[src/rtl/irom_boot_loader_if.sv]
// Byte-stream handshake and IROM write port bundle for the boot loader.
// The loader takes the slave view; the byte source and IROM side take the master view.
interface irom_boot_loader_if #(
    parameter int ADDR_W = 10
) ();
    logic              in_valid;
    logic [7:0]        in_data;
    logic              in_ready;
    logic              irom_we;
    logic [ADDR_W-1:0] irom_addr;
    logic [31:0]       irom_wdata;

    modport master (
        output in_valid, in_data,
        input  in_ready, irom_we, irom_addr, irom_wdata
    );

    modport slave (
        input  in_valid, in_data,
        output in_ready, irom_we, irom_addr, irom_wdata
    );
endinterface

[src/rtl/irom_boot_loader.sv]
// Boot sequencer: takes a length-prefixed little-endian byte stream, writes it into
// IROM one word at a time, then drops setup so the core fetches from word 0.
module irom_boot_loader #(
    parameter int ADDR_W = 10
) (
    input  logic                i_clk,
    input  logic                i_rst,
    irom_boot_loader_if.slave   bus,
    input  logic                i_boot_req,
    output logic                o_setup,
    output logic                o_pc_start,
    output logic                o_done,
    output logic                o_err,
    output logic [15:0]         o_words_loaded
);
    localparam logic [2:0] IDLE   = 3'd0;
    localparam logic [2:0] LEN_HI = 3'd1;
    localparam logic [2:0] DATA   = 3'd2;
    localparam logic [2:0] WRITE  = 3'd3;
    localparam logic [2:0] RUN    = 3'd4;
    localparam logic [2:0] ERR    = 3'd5;

    localparam logic [16:0] DEPTH_C = 17'd1 << ADDR_W;

    logic [2:0]        r_state;
    logic [15:0]       r_len;
    logic [1:0]        r_cnt;
    logic [31:0]       r_word;
    logic [ADDR_W:0]   r_word_idx;
    logic [15:0]       r_words_loaded;
    logic              r_setup;
    logic              r_pc_start;
    logic              r_done;
    logic              r_err;
    logic              r_irom_we;
    logic [ADDR_W-1:0] r_irom_addr;
    logic [31:0]       r_irom_wdata;

    logic [2:0]  w_state_nxt;
    logic        w_in_ready;
    logic        w_accept;
    logic [15:0] w_len_nxt;
    logic [31:0] w_word_nxt;
    logic [16:0] w_idx_inc;
    logic        w_reload;

    // in_ready depends only on state (and is forced low while reset is held)
    always_comb begin
        w_in_ready = 1'b0;
        if (i_rst) begin
            w_in_ready = 1'b0;
        end else if ((r_state == IDLE) || (r_state == LEN_HI) || (r_state == DATA)) begin
            w_in_ready = 1'b1;
        end else begin
            w_in_ready = 1'b0;
        end
    end

    assign w_accept  = bus.in_valid & w_in_ready;
    assign w_len_nxt = {bus.in_data, r_len[7:0]};
    assign w_idx_inc = 17'(r_word_idx) + 17'd1;
    assign w_reload  = i_boot_req & ((r_state == RUN) || (r_state == ERR));

    // Drop the incoming byte into its lane of the word being assembled
    always_comb begin
        w_word_nxt = r_word;
        case (r_cnt)
            2'd0:    w_word_nxt[7:0]   = bus.in_data;
            2'd1:    w_word_nxt[15:8]  = bus.in_data;
            2'd2:    w_word_nxt[23:16] = bus.in_data;
            2'd3:    w_word_nxt[31:24] = bus.in_data;
            default: w_word_nxt = r_word;
        endcase
    end

    // Next-state decode
    always_comb begin
        w_state_nxt = r_state;
        case (r_state)
            IDLE: begin
                if (w_accept) w_state_nxt = LEN_HI;
                else          w_state_nxt = IDLE;
            end
            LEN_HI: begin
                if (!w_accept)                       w_state_nxt = LEN_HI;
                else if (w_len_nxt == 16'd0)         w_state_nxt = RUN;
                else if ({1'b0, w_len_nxt} > DEPTH_C) w_state_nxt = ERR;
                else                                 w_state_nxt = DATA;
            end
            DATA: begin
                if (w_accept && (r_cnt == 2'd3)) w_state_nxt = WRITE;
                else                             w_state_nxt = DATA;
            end
            WRITE: begin
                if (w_idx_inc == {1'b0, r_len}) w_state_nxt = RUN;
                else                            w_state_nxt = DATA;
            end
            RUN: begin
                if (i_boot_req) w_state_nxt = IDLE;
                else            w_state_nxt = RUN;
            end
            ERR: begin
                if (i_boot_req) w_state_nxt = IDLE;
                else            w_state_nxt = ERR;
            end
            default: w_state_nxt = IDLE;
        endcase
    end

    // State, datapath and registered outputs
    always_ff @(posedge i_clk) begin
        if (i_rst) begin
            r_state        <= IDLE;
            r_len          <= 16'd0;
            r_cnt          <= 2'd0;
            r_word         <= 32'd0;
            r_word_idx     <= '0;
            r_words_loaded <= 16'd0;
            r_setup        <= 1'b1;
            r_pc_start     <= 1'b0;
            r_done         <= 1'b0;
            r_err          <= 1'b0;
            r_irom_we      <= 1'b0;
            r_irom_addr    <= '0;
            r_irom_wdata   <= 32'd0;
        end else begin
            r_state    <= w_state_nxt;
            r_setup    <= (w_state_nxt != RUN);
            r_done     <= (w_state_nxt == RUN);
            r_err      <= (w_state_nxt == ERR);
            r_pc_start <= (w_state_nxt == RUN) && (r_state != RUN);
            r_irom_we  <= (w_state_nxt == WRITE);
            case (r_state)
                IDLE: begin
                    if (w_accept) r_len <= {8'h00, bus.in_data};
                end
                LEN_HI: begin
                    if (w_accept) r_len <= w_len_nxt;
                end
                DATA: begin
                    if (w_accept) begin
                        r_word <= w_word_nxt;
                        r_cnt  <= r_cnt + 2'd1;
                    end
                    // Capture address/data with the final byte so the strobe cycle is clean
                    if (w_accept && (r_cnt == 2'd3)) begin
                        r_irom_addr  <= r_word_idx[ADDR_W-1:0];
                        r_irom_wdata <= w_word_nxt;
                    end
                end
                WRITE: begin
                    r_word_idx     <= r_word_idx + 1'b1;
                    r_words_loaded <= r_words_loaded + 16'd1;
                end
                default: begin
                    if (w_reload) begin
                        r_cnt          <= 2'd0;
                        r_word_idx     <= '0;
                        r_words_loaded <= 16'd0;
                    end
                end
            endcase
        end
    end

    assign bus.in_ready   = w_in_ready;
    assign bus.irom_we    = r_irom_we;
    assign bus.irom_addr  = r_irom_addr;
    assign bus.irom_wdata = r_irom_wdata;
    assign o_setup        = r_setup;
    assign o_pc_start     = r_pc_start;
    assign o_done         = r_done;
    assign o_err          = r_err;
    assign o_words_loaded = r_words_loaded;
endmodule
[src/flat_wrapper.sv]
// flat-port wrapper written by rule: the top's interface ports become plain ports
module irom_boot_loader_flat 
#(
    parameter int ADDR_W = 10
)
  (i_clk, i_rst, i_boot_req, o_setup, o_pc_start, o_done, o_err, o_words_loaded, bus_in_valid, bus_in_data, bus_in_ready, bus_irom_we, bus_irom_addr, bus_irom_wdata);
  irom_boot_loader_if #(.ADDR_W(ADDR_W)) bus_i ();
  input  logic i_clk;
  input  logic i_rst;
  input  logic i_boot_req;
  output logic o_setup;
  output logic o_pc_start;
  output logic o_done;
  output logic o_err;
  output logic [15:0] o_words_loaded;
  input wire logic [$bits(bus_i.in_valid)-1:0] bus_in_valid;
  input wire logic [$bits(bus_i.in_data)-1:0] bus_in_data;
  output wire logic [$bits(bus_i.in_ready)-1:0] bus_in_ready;
  output wire logic [$bits(bus_i.irom_we)-1:0] bus_irom_we;
  output wire logic [$bits(bus_i.irom_addr)-1:0] bus_irom_addr;
  output wire logic [$bits(bus_i.irom_wdata)-1:0] bus_irom_wdata;
  assign bus_i.in_valid = bus_in_valid;
  assign bus_i.in_data = bus_in_data;
  assign bus_in_ready = bus_i.in_ready;
  assign bus_irom_we = bus_i.irom_we;
  assign bus_irom_addr = bus_i.irom_addr;
  assign bus_irom_wdata = bus_i.irom_wdata;
  irom_boot_loader #(.ADDR_W(ADDR_W)) u_core (.i_clk(i_clk), .i_rst(i_rst), .bus(bus_i), .i_boot_req(i_boot_req), .o_setup(o_setup), .o_pc_start(o_pc_start), .o_done(o_done), .o_err(o_err), .o_words_loaded(o_words_loaded));
endmodule
[config.mk]
export PLATFORM = sky130hd
export DESIGN_NAME = irom_boot_loader_flat
export DESIGN_NICKNAME = d
export VERILOG_FILES = /design/src/rtl/irom_boot_loader_if.sv /design/src/rtl/irom_boot_loader.sv /design/src/flat_wrapper.sv
export SDC_FILE = /design/constraint.sdc
export NUM_CORES = 1
export LEC_CHECK = 0
export BUFFER_PORTS_ARGS = -buffer_cell sky130_fd_sc_hd__buf_2
export CAP_MARGIN = 10
export CORE_ASPECT_RATIO = 1.25
export CORE_MARGIN = 2
export CORE_UTILIZATION = 45
export CTS_BUF_LIST = sky130_fd_sc_hd__clkbuf_2
export DETAILED_ROUTE_END_ITERATION = 8
export PLACE_DENSITY = 0.65
export SLEW_MARGIN = 15
export SYNTH_ARGS = -nofsm -noshare
export SYNTH_HDL_FRONTEND = slang
export SYNTH_SLANG_ARGS = --single-unit
[constraint.sdc]
create_clock -name i_clk -period 2.2 [get_ports i_clk]
set_input_delay 0.22 -clock i_clk [delete_from_list [all_inputs] [get_ports i_clk]]
set_output_delay 0.22 -clock i_clk [all_outputs]
set_load 0.02 [all_outputs]
; ---- Word level (Yosys, flattened, before mapping)
; Index checks and enable logic that the tools add are counted.
[op_classes]
n_div = 0
magnitude_cmp = 1
eq_ne = 17
shifts = 0
n_mul = 0
bitwise = 5
add_sub_neg = 4
n_mux = 25
n_reduce_logical = 19
[op_table]
columns = operator, n
row1 = case mux 16 bit (2 select lines), 2
row2 = 2-to-1 mux 16 bit, 3
row3 = 2-to-1 mux 8 bit, 4
row4 = case mux 11 bit (2 select lines), 1
row5 = 2-to-1 mux 3 bit, 6
row6 = case mux 3 bit (6 select lines), 1
row7 = equality test 17 x 16 -> 1 bit, 1
row8 = adder 16 x 1 -> 16 bit (second input constant), 1
row9 = greater-than comparator 16 x 11 -> 1 bit (second input constant), 1
row10 = logical NOT 16 bit, 1
row11 = adder 11 x 1 -> 12 bit (second input constant), 1
row12 = equality test 3 bit (second input constant), 4
row13 = adder 11 x 1 -> 11 bit (second input constant), 1
row14 = 2-to-1 mux 11 bit, 1
row15 = equality test 3 x 2 -> 1 bit (second input constant), 3
row16 = AND reduction 3 bit, 3
row17 = inequality test 2 x 1 -> 1 bit (second input constant), 3
row18 = inequality test 3 bit (second input constant), 2
row19 = AND reduction 2 bit, 3
row20 = nonzero test 2 bit, 3
row21 = OR reduction 3 bit, 2
row22 = equality test 2 bit (second input constant), 2
row23 = 2-to-1 mux 1 bit, 4
row24 = 2-to-1 mux 2 bit, 2
row25 = 10 further kinds, 16
[totals]
mem_count = 0
romBits = 0
out_inout_bits = 64
latchBits = 0
wordCells = 85
inputBits = 12
ramBits = 0
register_bits = 127

; ---- Depth between registers and ports, before layout
[depth]
depth_word = 11
mapped_depth = 9
depth_no_buf = 8

; ---- Worst setup path after synthesis
; OpenSTA, ideal clock, no wires.
[synth_timing]
path_kind = register -> register
startpoint = register u_core.r_word_idx[0]
endpoint = register u_core.r_setup, in the netlist u_core.o_setup
setup_ns = 0.114
period_less_slack_ns = 1.917
slack_ns = 0.283
required_ns = 2.086
stages_incl_launch_ff = 8
t_arrival_ns = 1.803
n_path_buf = 0
path_cell_list = dfxtp_1 > ha_1 > nand3_2 > nor4_2 > xnor2_1 > nor3_2 > nand4_2 > a21o_1
[synth_via]
elab_chain_cells = 5
[synth_lines]
columns = element, line_no
row1 = start: declaration, irom_boot_loader.sv:29  ; logic [ADDR_W:0] r_word_idx;
row2 = start signal: assignment, irom_boot_loader.sv:152  ; r_word_idx <= r_word_idx + 1'b1;
row3 = adder 11 x 1 -> 12 bit, irom_boot_loader.sv:61  ; assign w_idx_inc = 17'(r_word_idx) + 17'd1;
row4 = equality test 17 x 16 -> 1 bit, irom_boot_loader.sv:95  ; if (w_idx_inc == {1'b0, r_len}) w_state_nxt = RUN;
row5 = 2-to-1 mux 3 bit, irom_boot_loader.sv:95
row6 = case mux 3 bit (6 select lines), irom_boot_loader.sv:79  ; case (r_state)
row7 = inequality test 3 bit, irom_boot_loader.sv:128  ; r_setup <= (w_state_nxt != RUN);
row8 = end signal: assignment, irom_boot_loader.sv:128
row9 = end: declaration, irom_boot_loader.sv:31  ; logic r_setup;
; No other way between the ends.
; A chain may end at the register's enable or synchronous reset.

; ---- Final worst setup path
[layout_timing]
startpoint = register u_core.r_word_idx[2]
endpoint = register u_core.r_setup, in the netlist u_core.o_setup
; The elaborated chain is that of the path after synthesis.

==> impl_summary.md <==
Routing
Before antenna repair, the detailed router went through 4 iterations. In the final routed layout, each cell accounts on average for 14.4 um. The remaining number of nets flagged by the antenna check after routing is 0.

For this block, the initial DRC count from the detailed router was 287. In the routed design, unresolved DRC markers number 0. Dividing the detail-routed via count by the number of cells gives 5.34.

Wires add up to 12,900 um. The via count is 4,787.

Global route
The largest net degree at the start of global routing is 98. The first global-routing pass estimated 21,200 um of wire. The number of antenna violations at the first check in global routing came to 0. The leftover overflow at the end of global routing is 0. The combined global-route utilization of all metal layers is 0.207. The via count of the first global-routing pass is 4,485.

Clocking
The H-tree depth is 4. After clock tree synthesis, the clock-pin slew on the worst setup and hold paths is 0.17 ns. The clock network latency to the later pin of the worst-skew pair is 0.67 ns.

TritonCTS built the clock tree. CTS saw 119 sinks. The number of buffers inserted during clock tree synthesis is 17. The deepest clock path buffer count is 2. The clock root buffer is clkbuf_2.

Floorplan
After floorplanning, the core was divided into 44 placement rows. The area of the core is 0.0116 sq mm. The vertical die dimension is 126 um. During I/O placement, the number of pins put on the boundary was 76.

The starting density of the core is 0.461. The area enclosed by the die boundary is 0.0128 sq mm. The width of the die is 102 um.

Logic synthesis
Of the synthesized area, sequential elements account for 0.445. The mapped netlist covers 0.00535 sq mm. Counting every net in the synthesized netlist gives 670.

The predominant post-synthesis flop cell is dfxtp_1. After synthesis the netlist holds a flip-flop and latch count of 119. The number of synthesized flops with an enable pin is 0. During synthesis, Yosys emitted a total of 0 warnings. Synthesis instantiated 61 different standard cells from the library. The share of async-settable or async-resettable flops after synthesis is 0.

The post-synthesis cell count is 652. Dividing the synthesized area by the synthesized cell count gives 8.21 sq um.

Timing
The number of slew-limit violations in the final report came to 0. The count of final hold-check violations came to 0. The worst path meets setup with 0.131 ns of slack. At the pin with the least slew margin, the transition time is 1.01 ns. Measured against its own limit, the worst slew margin works out to 0.330. The achievable frequency is 483 MHz.

Final hold analysis gives a worst-case slack of 0.231 ns. Setup repair after global routing left no endpoint under its margin. The clock period could shrink to 2.07 ns.

Between clock sinks in the finished design, the worst skew comes to 0.0279 ns. Dividing the final minimum period by the clock period gives 0.940. The final count of negative-setup-slack endpoints is 0. In the final timing run, aggregate negative setup slack is 0 ns.

Run status
The flow ran to the end, and the final reports show no timing, DRC or antenna violations.

Placed design
The final weighted congestion in routability-driven placement is 0.859. Before CTS, the worst setup slack after placement is 0.128 ns. The total of buffers placed on input and output ports is 75. The post-DP HPWL is 8750 um. Summing all placed instances gives a cell area of 0.00584 sq mm.

Worst setup path
For the worst setup path, the data arrival time is 2.65 ns. The kind of start point of the critical path is a flip-flop. The required time reported for the critical path endpoint is 2.78 ns.

The endpoint kind of the worst setup timing path is a flip-flop. The top fanout value on the critical path is 10. The path type of the worst setup path is flip-flop to flip-flop.

Min path
The min-delay analysis places its worst path in the category input pin to flip-flop.

Layout
The number of nets in the finished design is 740. The final cell area excluding filler cells is 0.00621 sq mm. Of the cells placed in the final design, the portion with a size suffix greater than 1 is 0.203. The repair_antennas step left the layout with diodes totalling 0.

Relative to the synthesized area, the layout overhead comes to 16.1%.

Power
The leakage power of the design is 2.34 nW. After layout, the design draws a total of 3.99 mW. The power per standard cell area is 642 mW/mm^2. The maximum VDD drop is 387 uV.

Job
The tool flagged a number of max-cap violations equal to 0.
## logic make-up (layout without fill, tap and decap cells)
logic type	count (synthesis)	after routing	share of synthesized area
muxes	31	31	0.0589
AOI/OAI and AO/OA	147	147	0.163
and+or+nand+nor	272	272	0.236
DFF	119	119	0.445
adders and majority gates	6	6	0.0140
xor gates and xnor gates	17	17	0.0278
buffers and inverters	60	143	0.0552
## metrics by stage
stage               utilization  cells
floorplan                     -    652
global placement          0.503    854
detailed placement        0.503    854
CTS                       0.535    896
global route              0.535    896
finish                    0.535    896
## what timing repair did
item | in CTS | in global routing
resized for setup | 0 | 1
endpoints found under the hold margin | 73 | 0
setup buffers | 0 | 0
hold buffers | 10 | 0
setup endpoints to repair | 0 | 1
## registers in the layout, summed over array words and instances (netlist names), 2 cells and up
signal / count
u_core.o_words_loaded: 16
u_core.r_word_idx: 11
u_core.bus.irom_wdata: 32
u_core.bus.irom_addr: 10
u_core.r_cnt: 2
u_core.r_len: 16
u_core.r_word: 24
u_core.r_state: 3
## cells in the final DEF, fill, tap and decap left out, types with 3 or more instances in the layout
cell / netlist / layout
xnor2_1: 13 / 13
nor2_1: 65 / 65
o22ai_1: 3 / 3
buf_2: 8 / 74
mux2_1: 3 / 3
nand4_1: 7 / 7
nand2b_1: 3 / 3
clkinv_4: 0 / 3
inv_1: 3 / 3
xor2_1: 4 / 4
nor3_2: 3 / 4
a211oi_1: 26 / 26
clkbuf_2: 0 / 18
or3_1: 3 / 3
dlygate4sd3_1: 0 / 10
ha_1: 6 / 6
dfxtp_1: 119 / 119
mux2i_1: 27 / 27
nor4_1: 5 / 5
nand3_1: 46 / 46
o21ai_0: 16 / 16
o211ai_1: 3 / 3
a21oi_1: 81 / 81
nand2_1: 110 / 110
clkinv_2: 0 / 3
buf_4: 3 / 20
bufinv_16: 0 / 4
clkinv_1: 0 / 3
nor3_1: 8 / 7
a22oi_1: 5 / 5
## per-layer routing
layer,GRT usage,up-vias,wire length [um]
li1,-,2409,-
met1,0.255,2257,5560
met2,0.351,110,6640
met3,0.0522,11,600
met4,0.0620,0,107
met5,0,-,0
## final timing paths
| check | from | end | slack (ns) | cells past startpoint |
|---|---|---|---|---|
| hold / removal | bus_in_valid | u_core.r_state[2] | 0.23 | 6 |
| setup reg to reg | u_core.r_word_idx[2] | u_core.o_setup | 0.13 | 6 |
| hold reg to reg | u_core.bus.irom_addr[4] | u_core.bus.irom_addr[4] | 0.46 | 2 |
| setup / recovery | u_core.r_word_idx[2] | u_core.o_setup | 0.13 | 6 |
## cells in the mapped netlist, drive strengths merged, types with 2 or more instances
master,instances,share of area
dfxtp,119,0.45
nand2,112,0.080
a21oi,81,0.076
nor2,66,0.048
nand3,48,0.047
clkbuf,38,0.029
mux2i,27,0.050
a211oi,26,0.036
buf,17,0.023
o21ai,16,0.015
xnor2,13,0.021
nor3,11,0.013
nand4,8,0.011
nor4,7,0.011
ha,6,0.014
a22oi,5,0.0070
inv,5,0.0035
mux2,4,0.0084
xor2,4,0.0065
nand2b,3,0.0035
o211ai,3,0.0042
o22ai,3,0.0035
or2,3,0.0035
or3,3,0.0035
a21o,2,0.0030
a31oi,2,0.0023
and3,2,0.0023
and3b,2,0.0035
## where the power goes
| group | leakage [nW] | internal, mW | total [mW] | switching, mW |
|---|---|---|---|---|
| clock | 0.165 | 0.744 | 1.56 | 0.821 |
| combinational | 1.22 | 0.0850 | 0.237 | 0.152 |
| sequential | 0.959 | 2.17 | 2.19 | 0.0163 |
| total | 2.34 | 3.00 | 3.99 | 0.989 |
## critical path, cell delays in order, from the launching register on
cell and delay [ns]:
dfxtp_1 0.57, nand3_2 0.21, nor4_2 0.41, mux2i_1 0.14, nor3_2 0.24, nand4_2 0.20
a21o_1 0.22
## area by class of cell
class / instances / area, sq um
fill: 1135 / 5400
multi-input combinational: 473 / 2680
sequential: 119 / 2380
timing repair buffer: 106 / 661
tap: 161 / 201
clock inverter: 14 / 181
clock buffer: 18 / 90.1
inverter: 5 / 18.8
Power figures use the tool's default switching activity.
